File: config.mk
export PLATFORM = sky130hd
export DESIGN_NAME = mem_stage_gen_flat
export DESIGN_NICKNAME = d
export VERILOG_FILES = /design/src/rtl/mem_stage_gen_if.sv /design/src/rtl/mem_stage_gen.sv /design/src/flat_wrapper.sv
export SDC_FILE = /design/constraint.sdc
export NUM_CORES = 1
export LEC_CHECK = 0
export CAP_MARGIN = 40
export CORE_MARGIN = 10
export CORE_UTILIZATION = 45
export CTS_CLUSTER_DIAMETER = 30
export DETAILED_ROUTE_END_ITERATION = 6
export PLACE_DENSITY = 0.84
export SLEW_MARGIN = 15
export SYNTH_ARGS = -nofsm -noshare
export SYNTH_HDL_FRONTEND = slang
export SYNTH_SLANG_ARGS = --single-unit
File: constraint.sdc
create_clock -name clk -period 10.5 [get_ports clk]
set_clock_uncertainty 0.05 [all_clocks]
set_input_delay 3.15 -clock clk [delete_from_list [all_inputs] [get_ports clk]]
set_output_delay 3.15 -clock clk [all_outputs]
set_load 0.02 [all_outputs]
File: src/rtl/mem_stage_gen_if.sv
// mem_stage_gen_if: EX-side, memory-side and WB-side signals of the MEM stage.
// The slave modport is the stage itself; the master modport is its
// environment (EX/MEM register, data memory and MEM/WB consumer).
// fsm_state is a debug view of the stage FSM: 0 = IDLE, 1 = RMW_WR.
// With MEM_STAGE_MISALIGN_TRAP_EN defined the misalign output exists.
interface mem_stage_gen_if #(
    parameter int DW = 32,
    parameter int AW = 32,
    parameter int RW = 5
);
    logic          ex_valid;
    logic          ex_mem_read;
    logic          ex_mem_write;
    logic [1:0]    ex_size;
    logic          ex_unsigned;
    logic [AW-1:0] ex_addr;
    logic [DW-1:0] ex_wdata;
    logic          ex_memtoreg;
    logic          ex_regwrite;
    logic [RW-1:0] ex_rd;
    logic          ex_branch;
    logic          init_delay;
    logic          mem_req;
    logic          mem_we;
    logic [AW-1:0] mem_addr;
    logic [DW-1:0] mem_wdata;
    logic [DW-1:0] mem_rdata;
    logic          mem_ack;
    logic          stall;
    logic [DW-1:0] fwd_data;
    logic          wb_valid;
    logic          wb_memtoreg;
    logic          wb_regwrite;
    logic [DW-1:0] wb_rdata;
    logic [AW-1:0] wb_result;
    logic [RW-1:0] wb_rd;
    logic          branch_shadow;
    logic          fsm_state;
`ifdef MEM_STAGE_MISALIGN_TRAP_EN
    logic          misalign;
`endif

    modport master (
        output ex_valid, ex_mem_read, ex_mem_write, ex_size, ex_unsigned,
               ex_addr, ex_wdata, ex_memtoreg, ex_regwrite, ex_rd, ex_branch,
               init_delay, mem_rdata, mem_ack,
        input  mem_req, mem_we, mem_addr, mem_wdata, stall, fwd_data,
               wb_valid, wb_memtoreg, wb_regwrite, wb_rdata, wb_result, wb_rd,
               branch_shadow, fsm_state
`ifdef MEM_STAGE_MISALIGN_TRAP_EN
               , misalign
`endif
    );

    modport slave (
        input  ex_valid, ex_mem_read, ex_mem_write, ex_size, ex_unsigned,
               ex_addr, ex_wdata, ex_memtoreg, ex_regwrite, ex_rd, ex_branch,
               init_delay, mem_rdata, mem_ack,
        output mem_req, mem_we, mem_addr, mem_wdata, stall, fwd_data,
               wb_valid, wb_memtoreg, wb_regwrite, wb_rdata, wb_result, wb_rd,
               branch_shadow, fsm_state
`ifdef MEM_STAGE_MISALIGN_TRAP_EN
               , misalign
`endif
    );
endinterface

File: src/rtl/mem_stage_gen.sv
// mem_stage_gen: DLX MEM stage. Drives a variable-latency data memory,
// extracts/extends sub-word loads, performs sub-word stores by
// read-modify-write, stalls upstream while an access is outstanding and
// squashes memory/register writes inside a branch shadow.
// Byte lanes are big-endian: offset 0 selects bits [DW-1:DW-8].
// Optional feature macro: MEM_STAGE_MISALIGN_TRAP_EN (misaligned half/word
// accesses are not issued and are flagged on the misalign output).
//
// Handshake: mem_req is held high (with stable address/data/we) until the
// memory returns mem_ack=1 in the same cycle; that cycle completes the
// access. mem_ack seen while mem_req=0 has no effect. stall=1 tells the
// EX/MEM register to hold its contents, which the stage relies on.
module mem_stage_gen #(
    parameter int DW     = 32,
    parameter int AW     = 32,
    parameter int RW     = 5,
    parameter int SHADOW = 3
) (
    input  logic           clk,
    input  logic           reset,
    mem_stage_gen_if.slave bus
);
    localparam int NB = DW / 8;
    localparam int OW = $clog2(NB);
    localparam logic [3:0]    SHADOW_CNT = 4'(SHADOW);
    localparam logic [DW-1:0] BYTE_TOP   = {8'hFF, {(DW-8){1'b0}}};
    localparam logic [DW-1:0] HALF_TOP   = {16'hFFFF, {(DW-16){1'b0}}};

    typedef enum logic {IDLE = 1'b0, RMW_WR = 1'b1} state_t;

    state_t        state;
    logic [3:0]    shadow_cnt;
    logic [DW-1:0] merge_q;

    logic [OW-1:0] offset;
    logic [OW+2:0] byte_sh;
    logic [OW+2:0] half_sh;
    logic          is_byte, is_half, is_word;
    logic          access, squash, trap_hit, memop, substore, word_store;
    logic          rmw, done, stall_int;
    logic [DW-1:0] byte_al, half_al, lane_mask, lane_data, merged;

    assign offset  = bus.ex_addr[OW-1:0];
    assign byte_sh = {offset, 3'b000};
    // Halfword lane ignores address bit 0.
    assign half_sh = {offset[OW-1:1], 4'b0000};
    assign is_byte = (bus.ex_size == 2'b00);
    assign is_half = (bus.ex_size == 2'b01);
    assign is_word = bus.ex_size[1];

    assign access     = bus.ex_valid & (bus.ex_mem_read | bus.ex_mem_write);
    assign squash     = bus.branch_shadow;
    assign substore   = bus.ex_mem_write & ~is_word;
    assign word_store = bus.ex_mem_write & is_word;

`ifdef MEM_STAGE_MISALIGN_TRAP_EN
    assign trap_hit = access & ((is_half & offset[0]) | (is_word & (offset != '0)));
`else
    assign trap_hit = 1'b0;
`endif

    assign memop = access & ~squash & ~trap_hit;
    assign rmw   = (state == RMW_WR);

    // Memory request side: combinational from EX inputs and state, gated by reset.
    assign bus.mem_req  = ~reset & (memop | rmw);
    assign bus.mem_we   = ~reset & (rmw | (memop & word_store));
    assign bus.mem_addr = {bus.ex_addr[AW-1:OW], {OW{1'b0}}};

    // Sub-word store: overlay the right-justified store data onto the captured word.
    assign lane_mask = is_byte ? (BYTE_TOP >> byte_sh) : (HALF_TOP >> half_sh);
    assign lane_data = is_byte ? ({bus.ex_wdata[7:0], {(DW-8){1'b0}}} >> byte_sh)
                               : ({bus.ex_wdata[15:0], {(DW-16){1'b0}}} >> half_sh);
    assign merged        = (merge_q & ~lane_mask) | (lane_data & lane_mask);
    assign bus.mem_wdata = word_store ? bus.ex_wdata : merged;

    assign done      = bus.mem_ack & bus.mem_req & (rmw | ~substore);
    assign stall_int = ~reset & (memop | rmw) & ~done;
    assign bus.stall = stall_int;

    assign byte_al = bus.mem_rdata << byte_sh;
    assign half_al = bus.mem_rdata << half_sh;

    // Load alignment: move the selected lane to the top, then extend to DW.
    always_comb begin
        bus.fwd_data = bus.mem_rdata;
        if (is_byte) begin
            bus.fwd_data = {{(DW-8){~bus.ex_unsigned & byte_al[DW-1]}}, byte_al[DW-1 -: 8]};
        end else if (is_half) begin
            bus.fwd_data = {{(DW-16){~bus.ex_unsigned & half_al[DW-1]}}, half_al[DW-1 -: 16]};
        end
    end

    assign bus.branch_shadow = (shadow_cnt != 4'd0) & ~bus.init_delay;
    assign bus.fsm_state     = rmw;

    // Read-modify-write FSM: capture the old word, then write the merged word.
    always_ff @(posedge clk) begin
        if (reset) begin
            state   <= IDLE;
            merge_q <= '0;
        end else begin
            case (state)
                IDLE: begin
                    if (memop & substore & bus.mem_ack) begin
                        merge_q <= bus.mem_rdata;
                        state   <= RMW_WR;
                    end
                end
                RMW_WR: begin
                    if (bus.mem_ack) begin
                        state <= IDLE;
                    end
                end
                default: state <= IDLE;
            endcase
        end
    end

    // Branch-shadow counter: reload on an accepted branch, otherwise run down to 0.
    always_ff @(posedge clk) begin
        if (reset) begin
            shadow_cnt <= 4'd0;
        end else if (bus.ex_branch & ~stall_int) begin
            shadow_cnt <= SHADOW_CNT;
        end else if (shadow_cnt != 4'd0) begin
            shadow_cnt <= shadow_cnt - 4'd1;
        end
    end

    // MEM/WB register: advances on every non-stalled cycle, holds otherwise.
    always_ff @(posedge clk) begin
        if (reset) begin
            bus.wb_valid    <= 1'b0;
            bus.wb_memtoreg <= 1'b0;
            bus.wb_regwrite <= 1'b0;
            bus.wb_rdata    <= '0;
            bus.wb_result   <= '0;
            bus.wb_rd       <= '0;
        end else if (~stall_int) begin
            bus.wb_valid    <= bus.ex_valid & ~squash;
            bus.wb_memtoreg <= bus.ex_memtoreg;
            bus.wb_regwrite <= bus.ex_regwrite & ~squash & ~trap_hit;
            bus.wb_rdata    <= bus.fwd_data;
            bus.wb_result   <= bus.ex_addr;
            bus.wb_rd       <= bus.ex_rd;
        end
    end

`ifdef MEM_STAGE_MISALIGN_TRAP_EN
    // Misalign flag travels with the trapped instruction into WB.
    always_ff @(posedge clk) begin
        if (reset) begin
            bus.misalign <= 1'b0;
        end else if (~stall_int) begin
            bus.misalign <= trap_hit & ~squash;
        end
    end
`endif
endmodule

File: src/flat_wrapper.sv
// flat-port wrapper written by rule: the top's interface ports become plain ports
module mem_stage_gen_flat 
#(
    parameter int DW     = 32,
    parameter int AW     = 32,
    parameter int RW     = 5,
    parameter int SHADOW = 3
)
  (clk, reset, bus_ex_valid, bus_ex_mem_read, bus_ex_mem_write, bus_ex_size, bus_ex_unsigned, bus_ex_addr, bus_ex_wdata, bus_ex_memtoreg, bus_ex_regwrite, bus_ex_rd, bus_ex_branch, bus_init_delay, bus_mem_rdata, bus_mem_ack, bus_mem_req, bus_mem_we, bus_mem_addr, bus_mem_wdata, bus_stall, bus_fwd_data, bus_wb_valid, bus_wb_memtoreg, bus_wb_regwrite, bus_wb_rdata, bus_wb_result, bus_wb_rd, bus_branch_shadow, bus_fsm_state);
  mem_stage_gen_if #(.DW(DW), .AW(AW), .RW(RW)) bus_i ();
  input  logic clk;
  input  logic reset;
  input wire logic [$bits(bus_i.ex_valid)-1:0] bus_ex_valid;
  input wire logic [$bits(bus_i.ex_mem_read)-1:0] bus_ex_mem_read;
  input wire logic [$bits(bus_i.ex_mem_write)-1:0] bus_ex_mem_write;
  input wire logic [$bits(bus_i.ex_size)-1:0] bus_ex_size;
  input wire logic [$bits(bus_i.ex_unsigned)-1:0] bus_ex_unsigned;
  input wire logic [$bits(bus_i.ex_addr)-1:0] bus_ex_addr;
  input wire logic [$bits(bus_i.ex_wdata)-1:0] bus_ex_wdata;
  input wire logic [$bits(bus_i.ex_memtoreg)-1:0] bus_ex_memtoreg;
  input wire logic [$bits(bus_i.ex_regwrite)-1:0] bus_ex_regwrite;
  input wire logic [$bits(bus_i.ex_rd)-1:0] bus_ex_rd;
  input wire logic [$bits(bus_i.ex_branch)-1:0] bus_ex_branch;
  input wire logic [$bits(bus_i.init_delay)-1:0] bus_init_delay;
  input wire logic [$bits(bus_i.mem_rdata)-1:0] bus_mem_rdata;
  input wire logic [$bits(bus_i.mem_ack)-1:0] bus_mem_ack;
  output wire logic [$bits(bus_i.mem_req)-1:0] bus_mem_req;
  output wire logic [$bits(bus_i.mem_we)-1:0] bus_mem_we;
  output wire logic [$bits(bus_i.mem_addr)-1:0] bus_mem_addr;
  output wire logic [$bits(bus_i.mem_wdata)-1:0] bus_mem_wdata;
  output wire logic [$bits(bus_i.stall)-1:0] bus_stall;
  output wire logic [$bits(bus_i.fwd_data)-1:0] bus_fwd_data;
  output wire logic [$bits(bus_i.wb_valid)-1:0] bus_wb_valid;
  output wire logic [$bits(bus_i.wb_memtoreg)-1:0] bus_wb_memtoreg;
  output wire logic [$bits(bus_i.wb_regwrite)-1:0] bus_wb_regwrite;
  output wire logic [$bits(bus_i.wb_rdata)-1:0] bus_wb_rdata;
  output wire logic [$bits(bus_i.wb_result)-1:0] bus_wb_result;
  output wire logic [$bits(bus_i.wb_rd)-1:0] bus_wb_rd;
  output wire logic [$bits(bus_i.branch_shadow)-1:0] bus_branch_shadow;
  output wire logic [$bits(bus_i.fsm_state)-1:0] bus_fsm_state;
  assign bus_i.ex_valid = bus_ex_valid;
  assign bus_i.ex_mem_read = bus_ex_mem_read;
  assign bus_i.ex_mem_write = bus_ex_mem_write;
  assign bus_i.ex_size = bus_ex_size;
  assign bus_i.ex_unsigned = bus_ex_unsigned;
  assign bus_i.ex_addr = bus_ex_addr;
  assign bus_i.ex_wdata = bus_ex_wdata;
  assign bus_i.ex_memtoreg = bus_ex_memtoreg;
  assign bus_i.ex_regwrite = bus_ex_regwrite;
  assign bus_i.ex_rd = bus_ex_rd;
  assign bus_i.ex_branch = bus_ex_branch;
  assign bus_i.init_delay = bus_init_delay;
  assign bus_i.mem_rdata = bus_mem_rdata;
  assign bus_i.mem_ack = bus_mem_ack;
  assign bus_mem_req = bus_i.mem_req;
  assign bus_mem_we = bus_i.mem_we;
  assign bus_mem_addr = bus_i.mem_addr;
  assign bus_mem_wdata = bus_i.mem_wdata;
  assign bus_stall = bus_i.stall;
  assign bus_fwd_data = bus_i.fwd_data;
  assign bus_wb_valid = bus_i.wb_valid;
  assign bus_wb_memtoreg = bus_i.wb_memtoreg;
  assign bus_wb_regwrite = bus_i.wb_regwrite;
  assign bus_wb_rdata = bus_i.wb_rdata;
  assign bus_wb_result = bus_i.wb_result;
  assign bus_wb_rd = bus_i.wb_rd;
  assign bus_branch_shadow = bus_i.branch_shadow;
  assign bus_fsm_state = bus_i.fsm_state;
  mem_stage_gen #(.DW(DW), .AW(AW), .RW(RW), .SHADOW(SHADOW)) u_core (.clk(clk), .reset(reset), .bus(bus_i));
endmodule
==> flow_summary_export.csv <==
group,metric,value,unit
outcome,status,"completed",
placed_design,gp_congestion,0.917,
clock_tree,post_cts_buffers,0,
worst_hold_path,holdCritPathClass,"register to register",
setup_path,reg2reg_depth,8,
timing,timing.hold.ws,0.420,ns
floorplan,chipWidth,137,um
setup_path,cp_slowest_cell,"clkdlybuf4s50_1",
clock_tree,clk_latency,0.35,ns
timing,final-hold-violation-count,0,
layout,antenna_cells,0,
clock_tree,cts_buffers,9,
floorplan,design.die.area,18700,um2
flow_run,maxCapViolations,0,
timing,final.setup.tns,0,ns
setup_path,worstPathMaxFanout,19,
clock_tree,cts.path.max_buffers,2,
global_routing,grt_first_pass_wirelength,35100,um
placed_design,hpwl,18400,um
setup_path,reg2reg_from,"u_core.shadow_cnt[0]",
timing,final_max_slew_viol_count,0,
timing,slew_headroom,39.3,%
timing,rsz0062_at_grt,"false",
timing,period_minus_slack,9.30,ns
detailed_routing,dr.first_iter.drc_count,439,
setup_path,worstPathRequired,7.30,ns
yosys,synthesis.area,6140,um2
floorplan,die_height,137,um
setup_path,cp-endpoint,"bus_mem_wdata[14]",
detailed_routing,vias,5776,
setup_path,startpoint_type,"primary input",
timing,clock.fmax,107,MHz
clock_tree,clock_sinks,109,
layout,nets,983,
setup_path,r2r_end,"u_core.bus.wb_rdata[16]",
placed_design,dp_cells,1032,
yosys,synth-edff-count,0,
layout,drive_gt1_share,13.6,%
detailed_routing,drc,0,
timing,fin_crit_sh,88.6,%
floorplan,placeableCoreArea,13300,um2
setup_path,critical_path_arrival,6.10,ns
yosys,synth.avg_cell_area,9.62,um2
yosys,synthCells,638,
global_routing,grt_antenna_before_repair,0,
detailed_routing,ant_nets,0,
yosys,synth-seq-area-share,35.6,%
worst_hold_path,min_from,"u_core.bus.wb_regwrite",
setup_path,rrSetupSlack,7.77,ns
yosys,synth_ff_type,"dfxtp_1",
clock_tree,h-tree-depth,3,
global_routing,grt_pass1_vias,6038,
clock_tree,cts-resized-gates,0,
floorplan,placementRows,42,
layout,synthToLayoutAreaGrowth,48.4,%
layout,instances_no_fill,1048,
setup_path,cp_cell_sequence,"clkdlybuf4s50_1 -> or2_2 -> o21ai_2 -> mux2_2 -> o21ai_0 -> clkdlybuf4s50_1",
setup_path,critPathMaxStageDelay,0.80,ns
power,powerDensity,134,nW/um2
timing,setup_viol_count_final,0,
clock_tree,clock-root-buffer,"clkbuf_16",
clock_tree,path_clk_slew,0.07,ns
global_routing,grt_max_degree,74,
setup_path,worstSetupPathType,"primary input to output pin",
setup_path,crit_path_start,"bus_ex_size[0]",
floorplan,io_pins,287,
power,vdd_drop_max,0.000106,V
global_routing,grt_overflow,0,
global_routing,grt.total_usage,24.1,%
setup_path,endpoint_kind,"output pin",
setup_path,crit_path_frequent_cell,"clkdlybuf4s50_1",
timing,worst_pin_slew,0.911,ns
detailed_routing,routedWlPerCell,22.3,um
yosys,synthDistinctLibCells,60,
yosys,async_flop_share,0,%
yosys,synth_warnings,0,
floorplan,start_util,46.2,%
power,total_leakage_power,3.91,nW
detailed_routing,vias_per_cell,5.51,
detailed_routing,wl,23400,um
detailed_routing,dr.pass1.iters,7,
placed_design,io_buffers,284,
clock_tree,cts_tree,"built",
yosys,yosys_register_bits,109,
clock_tree,ctsHoldBuffers,0,
[per-layer routing]
| layer | up-vias | routed length (um) | global-route usage, % |
|---|---|---|---|
| li1 | 2693 | - | - |
| met1 | 2714 | 8720 | 26.5 |
| met2 | 331 | 11300 | 40.8 |
| met3 | 38 | 2830 | 10.6 |
| met4 | 0 | 555 | 7.79 |
| met5 | - | 0 | 0 |
[where the power goes]
group	switching [mW]	total (mW)	internal, mW
Combinational	0.199	0.399	0.200
Clock	0.156	0.368	0.212
Sequential	0.0156	0.458	0.442
[cells by family (layout without fill, tap and decap cells)]
logic type / after synthesis / in the layout / share of synthesized area [%]
flops: 109 / 109 / 35.6
simple gates: 191 / 191 / 15.3
buf+inv: 90 / 323 / 9.44
other cells: 1 / 2 / 0.0611
mux: 125 / 125 / 26.1
fa+ha+maj: 2 / 2 / 0.408
compound gates: 118 / 118 / 12.9
xor+xnor: 2 / 2 / 0.285
[layout make-up]
cell class	count	area (um2)
flip-flops and latches	109	2180
inverters	13	48.8
repair buffers	294	2940
fillers	1041	4190
well taps	176	220
clock buffers	14	284
multi-input cells	440	3400
clock inverters	2	38.8
[worst min-delay path by stage]
stage	slack, ns	cells past startpoint	to
global route	0.44	2	u_core.bus.wb_regwrite
finish	0.42	2	u_core.bus.wb_regwrite
floorplan	0.41	2	u_core.merge_q[0]
detailed placement	0.41	2	u_core.bus.wb_regwrite
CTS	0.42	2	u_core.bus.wb_regwrite
global placement	0.41	2	u_core.bus.wb_regwrite
[placed cells by master, fill, tap and decap left out, drive strengths merged, types with 11 or more instances in the layout]
cell type / instances
nor2: 59
a31oi: 17
o21ai: 26
o22ai: 14
nand2: 55
mux2i: 44
buf: 11
clkbuf: 14
nor2b: 38
dfxtp: 109
mux2: 75
inv: 13
nor3: 11
clkdlybuf4s50: 283
a21oi: 22
[worst max-delay path, delay by kind of cell]
family,cells,cell delay [ns]
AO/OA/AOI/OAI,2,0.55
buffers and inverters,2,1.43
multiplexers,1,0.38
AND/OR/NAND/NOR,1,0.58
[per-stage QoR]
step / power, mW / utilization [%] / worst slack (ns) / area, um2
final: 1.22 / 68.5 / 1.20 / 9100
after global routing: 1.27 / 68.5 / 1.05 / 9100
after global placement: 0.859 / 65.8 / 1.31 / 8750
after detailed placement: 0.865 / 66.1 / 1.25 / 8780
after CTS: 1.23 / 68.5 / 1.25 / 9100
after floorplan: 0.682 / - / 2.42 / 6140
[cell usage after synthesis, types with 12 or more instances]
library cell / instances / area, um2
dfxtp_1: 109 / 2180
nor2_1: 58 / 218
nand2_1: 54 / 203
mux2_4: 48 / 721
mux2i_1: 44 / 440
nor2b_1: 38 / 238
buf_4: 33 / 248
mux2_2: 27 / 304
o21ai_0: 24 / 120
a21oi_1: 21 / 105
clkbuf_1: 18 / 67.6
a31oi_1: 17 / 106
o22ai_1: 14 / 87.6
buf_2: 12 / 60.1
inv_1: 12 / 45.0
[flip-flops by register name (all words and copies together) (netlist names)]
signal	flops
u_core.bus.wb_regwrite	1
u_core.bus.wb_valid	1
u_core.bus.wb_rdata	32
u_core.shadow_cnt	4
u_core.bus.wb_result	32
u_core.merge_q	32
u_core.bus.wb_rd	5
u_core.bus.wb_memtoreg	1
u_core.bus.fsm_state	1
Power figures use the tool's default switching activity.
